<file path="config.mk">
export PLATFORM = sky130hd
export DESIGN_NAME = motion_diff_stream_flat
export DESIGN_NICKNAME = d
export VERILOG_FILES = /design/src/rtl/motion_diff_stream_if.sv /design/src/rtl/motion_diff_stream.sv /design/src/flat_wrapper.sv
export SDC_FILE = /design/constraint.sdc
export NUM_CORES = 1
export LEC_CHECK = 0
export CAP_MARGIN = 25
export CORE_UTILIZATION = 30
export DETAILED_ROUTE_END_ITERATION = 16
export GPL_TIMING_DRIVEN = 1
export PLACE_DENSITY = 0.49
export SLEW_MARGIN = 20
export SYNTH_ARGS = -nofsm -noshare
export SYNTH_HDL_FRONTEND = slang
export SYNTH_SLANG_ARGS = --single-unit
</file>
<file path="constraint.sdc">
create_clock -name clk -period 3.75 [get_ports clk]
set_input_delay 0.75 -clock clk [delete_from_list [all_inputs] [get_ports clk]]
set_output_delay 0.75 -clock clk [all_outputs]
set_load 0.05 [all_outputs]
</file>
<file path="src/rtl/motion_diff_stream_if.sv">
// Streaming bundle for motion_diff_stream: configuration, pixel input beats
// and the per-pixel / per-frame result signals.
// The master side is the pixel source; the slave side is the detector.
interface motion_diff_stream_if #(
    parameter int CW    = 8,
    parameter int NCH   = 3,
    parameter int CNT_W = 20
);
    logic [CW+1:0]     cfg_threshold;
    logic [CNT_W-1:0]  cfg_min_pixels;
    logic              in_valid;
    logic              in_sof;
    logic              in_eof;
    logic [NCH*CW-1:0] in_cur;
    logic [NCH*CW-1:0] in_prev;
    logic              pix_valid;
    logic              pix_sof;
    logic              pix_eof;
    logic              pix_motion;
    logic              frame_done;
    logic [CNT_W-1:0]  frame_count;
    logic              frame_motion;

    modport master (
        output cfg_threshold, cfg_min_pixels,
        output in_valid, in_sof, in_eof, in_cur, in_prev,
        input  pix_valid, pix_sof, pix_eof, pix_motion,
        input  frame_done, frame_count, frame_motion
    );

    modport slave (
        input  cfg_threshold, cfg_min_pixels,
        input  in_valid, in_sof, in_eof, in_cur, in_prev,
        output pix_valid, pix_sof, pix_eof, pix_motion,
        output frame_done, frame_count, frame_motion
    );
endinterface

</file>
<file path="src/rtl/motion_diff_stream.sv">
// motion_diff_stream: streaming per-pixel frame-difference detector.
// Stage 1 registers |cur-prev| per channel and latches the frame
// configuration on SOF; stage 2 makes the per-pixel decision (ANY or SUM);
// the frame tracker counts motion pixels and reports a verdict one cycle
// after the EOF pixel leaves stage 2.
//
// Frame tracker states:
//   state     | meaning
//   ST_IDLE   | between frames; pixels are flagged but not counted
//   ST_ACTIVE | inside a frame; motion pixels accumulate in cnt_q
module motion_diff_stream #(
    parameter int CW    = 8,
    parameter int NCH   = 3,
    parameter int CNT_W = 20,
    parameter int MODE  = 0
) (
    input  logic                clk,
    input  logic                reset,
    motion_diff_stream_if.slave bus
);
    localparam int TW = CW + 2;

    typedef enum logic {
        ST_IDLE   = 1'b0,
        ST_ACTIVE = 1'b1
    } state_t;

    // stage 1
    logic                    s1_valid_d, s1_valid_q;
    logic                    s1_sof_d, s1_sof_q;
    logic                    s1_eof_d, s1_eof_q;
    logic [NCH-1:0][CW-1:0]  diff_d, diff_q;
    logic [TW-1:0]           thr_d, thr_q;
    logic [CNT_W-1:0]        min_d, min_q;

    // stage 2
    logic                    pix_valid_d, pix_valid_q;
    logic                    pix_sof_d, pix_sof_q;
    logic                    pix_eof_d, pix_eof_q;
    logic                    pix_motion_d, pix_motion_q;
    logic [CNT_W-1:0]        frm_min_d, frm_min_q;
    logic                    any_hit;
    logic [TW-1:0]           diff_sum;

    // frame tracker
    state_t                  state_d, state_q;
    logic [CNT_W-1:0]        cnt_d, cnt_q;
    logic [CNT_W-1:0]        cnt_inc;
    logic                    done_d, done_q;
    logic [CNT_W-1:0]        fcount_d, fcount_q;
    logic                    fmotion_d, fmotion_q;

    // Stage 1: absolute channel differences, qualified sidebands, cfg capture on SOF
    always_comb begin
        s1_valid_d = bus.in_valid;
        s1_sof_d   = bus.in_valid & bus.in_sof;
        s1_eof_d   = bus.in_valid & bus.in_eof;
        thr_d      = thr_q;
        min_d      = min_q;
        diff_d     = '0;
        if (s1_sof_d) begin
            thr_d = bus.cfg_threshold;
            min_d = bus.cfg_min_pixels;
        end
        for (int c = 0; c < NCH; c++) begin
            if (bus.in_cur[c*CW +: CW] >= bus.in_prev[c*CW +: CW])
                diff_d[c] = bus.in_cur[c*CW +: CW] - bus.in_prev[c*CW +: CW];
            else
                diff_d[c] = bus.in_prev[c*CW +: CW] - bus.in_cur[c*CW +: CW];
        end
    end

    // Stage 2: per-pixel decision; min_pixels follows the SOF pixel so a
    // back-to-back SOF cannot overwrite it before the previous frame closes
    always_comb begin
        any_hit  = 1'b0;
        diff_sum = '0;
        for (int c = 0; c < NCH; c++) begin
            if (diff_q[c] > thr_q[CW-1:0])
                any_hit = 1'b1;
            diff_sum = diff_sum + {2'b00, diff_q[c]};
        end
        pix_valid_d  = s1_valid_q;
        pix_sof_d    = s1_sof_q;
        pix_eof_d    = s1_eof_q;
        pix_motion_d = s1_valid_q & ((MODE == 1) ? (diff_sum > thr_q) : any_hit);
        frm_min_d    = s1_sof_q ? min_q : frm_min_q;
    end

    // Frame tracker: next state, saturating count and end-of-frame verdict
    always_comb begin
        state_d   = state_q;
        cnt_d     = cnt_q;
        done_d    = 1'b0;
        fcount_d  = fcount_q;
        fmotion_d = fmotion_q;
        cnt_inc   = (cnt_q == '1) ? cnt_q
                                  : cnt_q + {{(CNT_W-1){1'b0}}, pix_motion_q};
        if (pix_sof_q) begin
            // a SOF while ACTIVE simply discards the unfinished count
            cnt_d   = {{(CNT_W-1){1'b0}}, pix_motion_q};
            state_d = ST_ACTIVE;
        end else if (state_q == ST_ACTIVE && pix_valid_q) begin
            cnt_d = cnt_inc;
        end
        if (pix_eof_q && (pix_sof_q || state_q == ST_ACTIVE)) begin
            done_d    = 1'b1;
            fcount_d  = cnt_d;
            fmotion_d = (cnt_d >= frm_min_q);
            state_d   = ST_IDLE;
        end
    end

    // Frame tracker state register
    always_ff @(posedge clk or posedge reset) begin
        if (reset) state_q <= ST_IDLE;
        else       state_q <= state_d;
    end

    // Pipeline and result registers
    always_ff @(posedge clk or posedge reset) begin
        if (reset) begin
            s1_valid_q   <= 1'b0;
            s1_sof_q     <= 1'b0;
            s1_eof_q     <= 1'b0;
            diff_q       <= '0;
            thr_q        <= '0;
            min_q        <= '0;
            pix_valid_q  <= 1'b0;
            pix_sof_q    <= 1'b0;
            pix_eof_q    <= 1'b0;
            pix_motion_q <= 1'b0;
            frm_min_q    <= '0;
            cnt_q        <= '0;
            done_q       <= 1'b0;
            fcount_q     <= '0;
            fmotion_q    <= 1'b0;
        end else begin
            s1_valid_q   <= s1_valid_d;
            s1_sof_q     <= s1_sof_d;
            s1_eof_q     <= s1_eof_d;
            diff_q       <= diff_d;
            thr_q        <= thr_d;
            min_q        <= min_d;
            pix_valid_q  <= pix_valid_d;
            pix_sof_q    <= pix_sof_d;
            pix_eof_q    <= pix_eof_d;
            pix_motion_q <= pix_motion_d;
            frm_min_q    <= frm_min_d;
            cnt_q        <= cnt_d;
            done_q       <= done_d;
            fcount_q     <= fcount_d;
            fmotion_q    <= fmotion_d;
        end
    end

    assign bus.pix_valid    = pix_valid_q;
    assign bus.pix_sof      = pix_sof_q;
    assign bus.pix_eof      = pix_eof_q;
    assign bus.pix_motion   = pix_motion_q;
    assign bus.frame_done   = done_q;
    assign bus.frame_count  = fcount_q;
    assign bus.frame_motion = fmotion_q;
endmodule

</file>
<file path="src/flat_wrapper.sv">
// flat-port wrapper written by rule: the top's interface ports become plain ports
module motion_diff_stream_flat 
#(
    parameter int CW    = 8,
    parameter int NCH   = 3,
    parameter int CNT_W = 20,
    parameter int MODE  = 0
)
  (clk, reset, bus_cfg_threshold, bus_cfg_min_pixels, bus_in_valid, bus_in_sof, bus_in_eof, bus_in_cur, bus_in_prev, bus_pix_valid, bus_pix_sof, bus_pix_eof, bus_pix_motion, bus_frame_done, bus_frame_count, bus_frame_motion);
  motion_diff_stream_if #(.CW(CW), .NCH(NCH), .CNT_W(CNT_W)) bus_i ();
  input  logic clk;
  input  logic reset;
  input wire logic [$bits(bus_i.cfg_threshold)-1:0] bus_cfg_threshold;
  input wire logic [$bits(bus_i.cfg_min_pixels)-1:0] bus_cfg_min_pixels;
  input wire logic [$bits(bus_i.in_valid)-1:0] bus_in_valid;
  input wire logic [$bits(bus_i.in_sof)-1:0] bus_in_sof;
  input wire logic [$bits(bus_i.in_eof)-1:0] bus_in_eof;
  input wire logic [$bits(bus_i.in_cur)-1:0] bus_in_cur;
  input wire logic [$bits(bus_i.in_prev)-1:0] bus_in_prev;
  output wire logic [$bits(bus_i.pix_valid)-1:0] bus_pix_valid;
  output wire logic [$bits(bus_i.pix_sof)-1:0] bus_pix_sof;
  output wire logic [$bits(bus_i.pix_eof)-1:0] bus_pix_eof;
  output wire logic [$bits(bus_i.pix_motion)-1:0] bus_pix_motion;
  output wire logic [$bits(bus_i.frame_done)-1:0] bus_frame_done;
  output wire logic [$bits(bus_i.frame_count)-1:0] bus_frame_count;
  output wire logic [$bits(bus_i.frame_motion)-1:0] bus_frame_motion;
  assign bus_i.cfg_threshold = bus_cfg_threshold;
  assign bus_i.cfg_min_pixels = bus_cfg_min_pixels;
  assign bus_i.in_valid = bus_in_valid;
  assign bus_i.in_sof = bus_in_sof;
  assign bus_i.in_eof = bus_in_eof;
  assign bus_i.in_cur = bus_in_cur;
  assign bus_i.in_prev = bus_in_prev;
  assign bus_pix_valid = bus_i.pix_valid;
  assign bus_pix_sof = bus_i.pix_sof;
  assign bus_pix_eof = bus_i.pix_eof;
  assign bus_pix_motion = bus_i.pix_motion;
  assign bus_frame_done = bus_i.frame_done;
  assign bus_frame_count = bus_i.frame_count;
  assign bus_frame_motion = bus_i.frame_motion;
  motion_diff_stream #(.CW(CW), .NCH(NCH), .CNT_W(CNT_W), .MODE(MODE)) u_core (.clk(clk), .reset(reset), .bus(bus_i));
endmodule
</file>
### Word level (Yosys, flattened, before mapping)

Cells that the tools add are included.

| cells by class | value |
|---|---|
| add/sub/neg operators | 7 |
| multipliers | 0 |
| divide/modulo/power cells | 0 |
| order comparisons | 7 |
| eq/ne operators | 1 |
| shift operators | 0 |
| mux-type cells | 12 |
| bitwise operators | 3 |
| reduce and logical (&&, ||, !) cells | 4 |

Operators by type and width:

| cell | number |
|---|---|
| two-way mux 20 bit | 3 |
| subtractor 8 bit | 6 |
| greater-or-equal comparator 8 bit | 3 |
| > comparator 8 bit | 3 |
| two-way mux 8 bit | 3 |
| adder 20 x 1 -> 20 bit | 1 |
| equality test 20 bit, second input constant | 1 |
| greater-or-equal comparator 20 bit | 1 |
| two-way mux 1 bit | 6 |
| AND 1 bit | 3 |
| logical AND 1 bit | 2 |
| nonzero test 2 bit | 1 |
| logical OR 1 bit | 1 |

| word-level totals | value |
|---|---|
| register bits | 122 |
| bits in latches | 0 |
| memory bits (writable) | 0 |
| bits in read-only memories | 0 |
| input bits | 83 |
| output and inout port bits | 26 |
| logic and storage cells | 52 |
| memories kept | 0 |

### Depth between registers and ports, before layout

| logic depth | value |
|---|---|
| word-level depth | 5 |
| depth in mapped cells | 14 |

### Worst setup path after synthesis

No wires, ideal clock.

| timing path | value |
|---|---|
| path type | flip-flop to flip-flop |
| start | register u_core.pix_motion_q (netlist: u_core.bus.pix_motion) |
| end | register u_core.fmotion_q (netlist: u_core.bus.frame_motion) |
| data arrival time | 2834 ps |
| slack | 792 ps |
| cell stages (with the launch flop) | 13 |
| buffers on the path | 0 |
| clock period less this slack | 2958 ps |
| cells stage by stage | dfrtp_1 ha_1 and3_1 nand3_2 nor2_1 a31oi_1 a311oi_1 ha_1 a21o_1 a21o_1 a211oi_1 o21ai_0 o21bai_1 |

| on the way | value |
|---|---|
| longest elaborated chain between the ends | 5 |

Ends and longest elaborated chain:

| item | RTL line | RTL |
|---|---|---|
| start, declared | motion_diff_stream.sv:40 | `logic pix_motion_d, pix_motion_q;` |
| start signal, assigned | motion_diff_stream.sv:148 | `pix_motion_q <= pix_motion_d;` |
| adder 20 x 1 -> 20 bit | motion_diff_stream.sv:98 | `: cnt_q + {{(CNT_W-1){1'b0}}, pix_motion_q};` |
| two-way mux 20 bit | motion_diff_stream.sv:97 | `cnt_inc = (cnt_q == '1) ? cnt_q` |
| two-way mux 20 bit | motion_diff_stream.sv:103 | `end else if (state_q == ST_ACTIVE && pix_valid_q) begin` |
| two-way mux 20 bit | motion_diff_stream.sv:99 | `if (pix_sof_q) begin` |
| named net u_core.cnt_d[17] | motion_diff_stream.sv:47 | `logic [CNT_W-1:0] cnt_d, cnt_q;` |
| greater-or-equal comparator 20 bit | motion_diff_stream.sv:109 | `fmotion_d = (cnt_d >= frm_min_q);` |
| end signal, assigned | motion_diff_stream.sv:153 | `fmotion_q <= fmotion_d;` |
| end, declared | motion_diff_stream.sv:51 | `logic fmotion_d, fmotion_q;` |

The timed path passes the listed nets, and every way through them passes these cells.
A chain may end at the register's enable or synchronous reset.

### Final worst setup path

| timing path | value |
|---|---|
| start | register u_core.cnt_q[8] |
| end | register u_core.fmotion_q (netlist: u_core.bus.frame_motion) |

| on the way | value |
|---|---|
| longest elaborated chain between the ends | 5 |

Ends and longest elaborated chain:

| item | RTL line | RTL |
|---|---|---|
| start, declared | motion_diff_stream.sv:47 |  |
| start signal, assigned | motion_diff_stream.sv:150 | `cnt_q <= cnt_d;` |
| adder 20 x 1 -> 20 bit or equality test 20 bit (tied branches) | motion_diff_stream.sv:98, motion_diff_stream.sv:97 |  |
| two-way mux 20 bit * | motion_diff_stream.sv:97 |  |
| two-way mux 20 bit * | motion_diff_stream.sv:103 |  |
| two-way mux 20 bit * | motion_diff_stream.sv:99 |  |
| named net u_core.cnt_d[9] | motion_diff_stream.sv:47 |  |
| greater-or-equal comparator 20 bit * | motion_diff_stream.sv:109 |  |

Mark *: on every way through the listed nets, which the timed path passes. The rest lies on a longest branch.

==> metrics.txt <==
Max-slew headroom 54.8%; Worst-path clk slew 0.05 ns; antenna viol nets, final 0; initial antenna violation count 0; HP Start u_core.pix_eof_d; Pwr Total 0.00418 W; number of I/O port buffers 106; Seq/Total Area, Yosys 40.8%; synthesized area 7480 um^2; # DRC 0; Mapped Avg Cell Area 9.86 um^2; Cell Count, Final, Fillers Out 1206; Max Root-Sink Buffers 2; Global Route Usage Sum 13.4%; worst slew pin tran 0.678 ns; CP max-delay cell dfrtp_1; Post-DP Area 8960 um^2; Leakage 4.45 nW; clock share of power 40.2%; reg-to-reg critical path startpoint u_core.cnt_q[8]; Hold Path Depth 0; CTS tree built; cell count after synthesis 759; max-capacitance violation count 0; Max Clock Freq 307 MHz; share of the synthesized area in the top cell type 40.8%; path depth of the worst reg2reg path 12; Reg power frac 37.4%; Arr. time, crit path 3.54 ns; count of final setup violators 0; Post-synth ARST share 100%; area leader, netlist dfrtp_1; # clock sinks 122; Worst path max stage delay 0.42 ns; Tcrit/Tclk final 86.7%; CP Max Fanout 10; RSZ-0062 raised after global routing false; fraction of layout cells with a size suffix above 1 9.52%; Seq cells post-synth 122; peak supply drop 0.000308 V; Final Hold Viols 0; Nets 1049; skew final 0.00670 ns; Net Sw Frac 27.3%; CP endpoint kind flop; Slew Viols, Final 0; Initial Util 30.7%; area delta synth->final 27.8%; Cells after DPL 1174; Num CTS Buffers 17; DR vias 5523; Total Die Area 25600 um^2; DRT iter0 DRCs 216; Root Buffer clkbuf_16; power per cell area 437 nW/um^2; Mapped Nets 939; Chip Height 160 um; logic gate share of total power 22.4%; vias in the first global route 5507; Setup TNS 0 ns; switching pwr 0.00114 W; largest net degree at the start of global routing 48; DR WL/cell 13.4 um; htree depth 4; worst path required time 4.04 ns; Synth area leaders dfrtp_1 41%, ha_1 15%, inv_1 4.6%; GR Overflow Total 0; CTS resizes 0; outcome complete, no violations; Setup Crit Path Kind flop to flop; final RePlAce weighted congestion 0.810; # Post-CTS Setup Buffers 0; Cell Int Power 0.00304 W; CP Cell Sequence and4_4, and4_1, nand3_4, nor3b_2, xnor2_1, nor2_1, ha_1, a21o_1, a21o_1, a221o_1, a31oi_1, o21bai_1; Worst Hold Path EP u_core.bus.pix_eof; worst flop-to-flop path endpoint u_core.bus.frame_motion; Worst path most repeated cell a21o_1; CP Launch Type flop; fill cell count 2470; num rows 57; design area 9560 um^2; first-pass GRT wire length 27.4 mm; count of cell types in the netlist 60; core area 24400 um^2; r2r setup slk 0.50 ns; Via density 4.58; Die W 160 um; io pins 109; Final HPWL DP 12.8 mm; Top FF cell, synth dfrtp_1; Post-CTS Hold Buffers 0; ANT cells 0; Pre-antenna DRT Iters 6; YS warnings 0; WL final 16.1 mm; EDFF count, synth 0; clk_lat worst skew 0.42 ns; Worst Hold Class flop to flop; Min Clock Period, post-route 3.25 ns
## worst max path at each step
stage	startpoint	end	slack (ns)
6_report	u_core.cnt_q[8]	u_core.bus.frame_motion	0.50
4_1_cts	u_core.cnt_q[8]	u_core.bus.frame_motion	0.48
5_1_grt	u_core.cnt_q[16]	u_core.bus.frame_motion	0.33
2_1_floorplan	u_core.bus.pix_motion	u_core.bus.frame_motion	0.79
3_3_place_gp	u_core.cnt_q[8]	u_core.bus.frame_motion	0.51
3_5_place_dp	u_core.cnt_q[8]	u_core.bus.frame_motion	0.49
## sequential cells by signal (all words and copies together), names as in the netlist
name,count
u_core.bus.pix_motion,1
u_core.pix_eof_d,1
u_core.diff_q,24
u_core.bus.frame_motion,1
u_core.thr_q,8
u_core.pix_valid_d,1
u_core.bus.pix_sof,1
u_core.min_q,20
u_core.bus.frame_done,1
u_core.bus.pix_valid,1
u_core.state_q,1
u_core.cnt_q,20
u_core.bus.pix_eof,1
u_core.pix_sof_d,1
u_core.bus.frame_count,20
u_core.frm_min_q,20
## per-stage QoR
| stage | hold slack (ns) | util, % | setup WS (ns) |
|---|---|---|---|
| after global placement | 0.334 | 36.7 | 0.506 |
| after detailed placement | 0.335 | 36.7 | 0.492 |
| after floorplan | 0.331 | - | 0.792 |
| after global routing | 0.367 | 39.2 | 0.327 |
| after CTS | 0.347 | 39.2 | 0.481 |
| final | 0.345 | 39.2 | 0.497 |
## power groups by stage
stage	registers, W	clock network [W]	logic, W
2_1_floorplan	0.00160	0	0.000616
3_3_place_gp	0.00159	0	0.000935
3_5_place_dp	0.00159	0	0.000953
4_1_cts	0.00157	0.00173	0.000958
5_1_grt	0.00158	0.00180	0.00108
6_report	0.00156	0.00168	0.000936
## layer usage
metal	part of all wire [%]	GRT usage (%)	wire length, um
met1	48	17.3	7700
met3	3.6	3.35	578
met4	1.1	4.03	180
met2	48	22.2	7690
met5	0	0	0
## critical path, delay by kind of cell (launching register included)
family | cells | cell delay (ns)
flops | 1 | 0.42
fa+ha+maj | 1 | 0.30
compound gates | 5 | 1.03
xor+xnor | 1 | 0.19
simple gates | 5 | 1.18
## cell usage after synthesis, types with 9 or more instances
master / count
nand2_1: 70
dfrtp_1: 122
a21oi_1: 42
mux2_2: 27
clkbuf_1: 17
mux2i_1: 11
ha_1: 91
xor2_1: 19
nand4_1: 15
nor2_1: 28
o21ai_0: 53
a31oi_1: 11
xnor2_1: 13
o31ai_1: 15
inv_1: 91
nand3_1: 13
a21o_1: 9
## cell usage in the layout, fill, tap and decap left out, types with 4 or more instances in the layout
cell / Yosys / layout
nand2b_1: 5 / 5
a31oi_1: 11 / 11
clkdlybuf4s50_1: 0 / 106
inv_1: 91 / 90
nand4_1: 15 / 15
clkbuf_16: 0 / 17
nor2_1: 28 / 28
nor3_1: 8 / 8
xnor2_1: 13 / 13
mux2_2: 27 / 27
fa_1: 6 / 6
nand2_1: 70 / 70
o21bai_1: 4 / 4
a21o_1: 9 / 9
and3_1: 5 / 5
o21ai_0: 53 / 53
bufinv_16: 0 / 4
dfrtp_1: 122 / 122
o211ai_1: 8 / 8
clkinv_2: 0 / 5
nand3_1: 13 / 13
buf_4: 0 / 9
o21a_1: 7 / 7
a21oi_1: 42 / 42
o31ai_1: 15 / 15
and2_1: 4 / 4
nor2b_1: 8 / 8
mux2i_1: 11 / 11
ha_1: 91 / 91
xor2_1: 19 / 19
clkbuf_1: 17 / 5
## cells by family after synthesis
logic type,share of synthesized area (%)
xor gates and xnor gates,3.75
DFF,40.8
adders and majority gates,16.8
and+or+nand+nor,11.8
buffers and inverters,6.14
muxes,5.74
AOI/OAI and AO/OA,15.0
## cell type report
class                      instances  area, um^2  share of cell area [%]
sequential                       122        3050                    31.9
multi-input combinational        519        3970                    41.5
timing repair buffer             118        1180                    12.4
tap                              324         405                    4.24
clock inverter                     9         145                    1.52
inverter                          91         345                    3.61
clock buffer                      23         458                    4.79
Note: power is estimated with default switching activity, not from simulation.
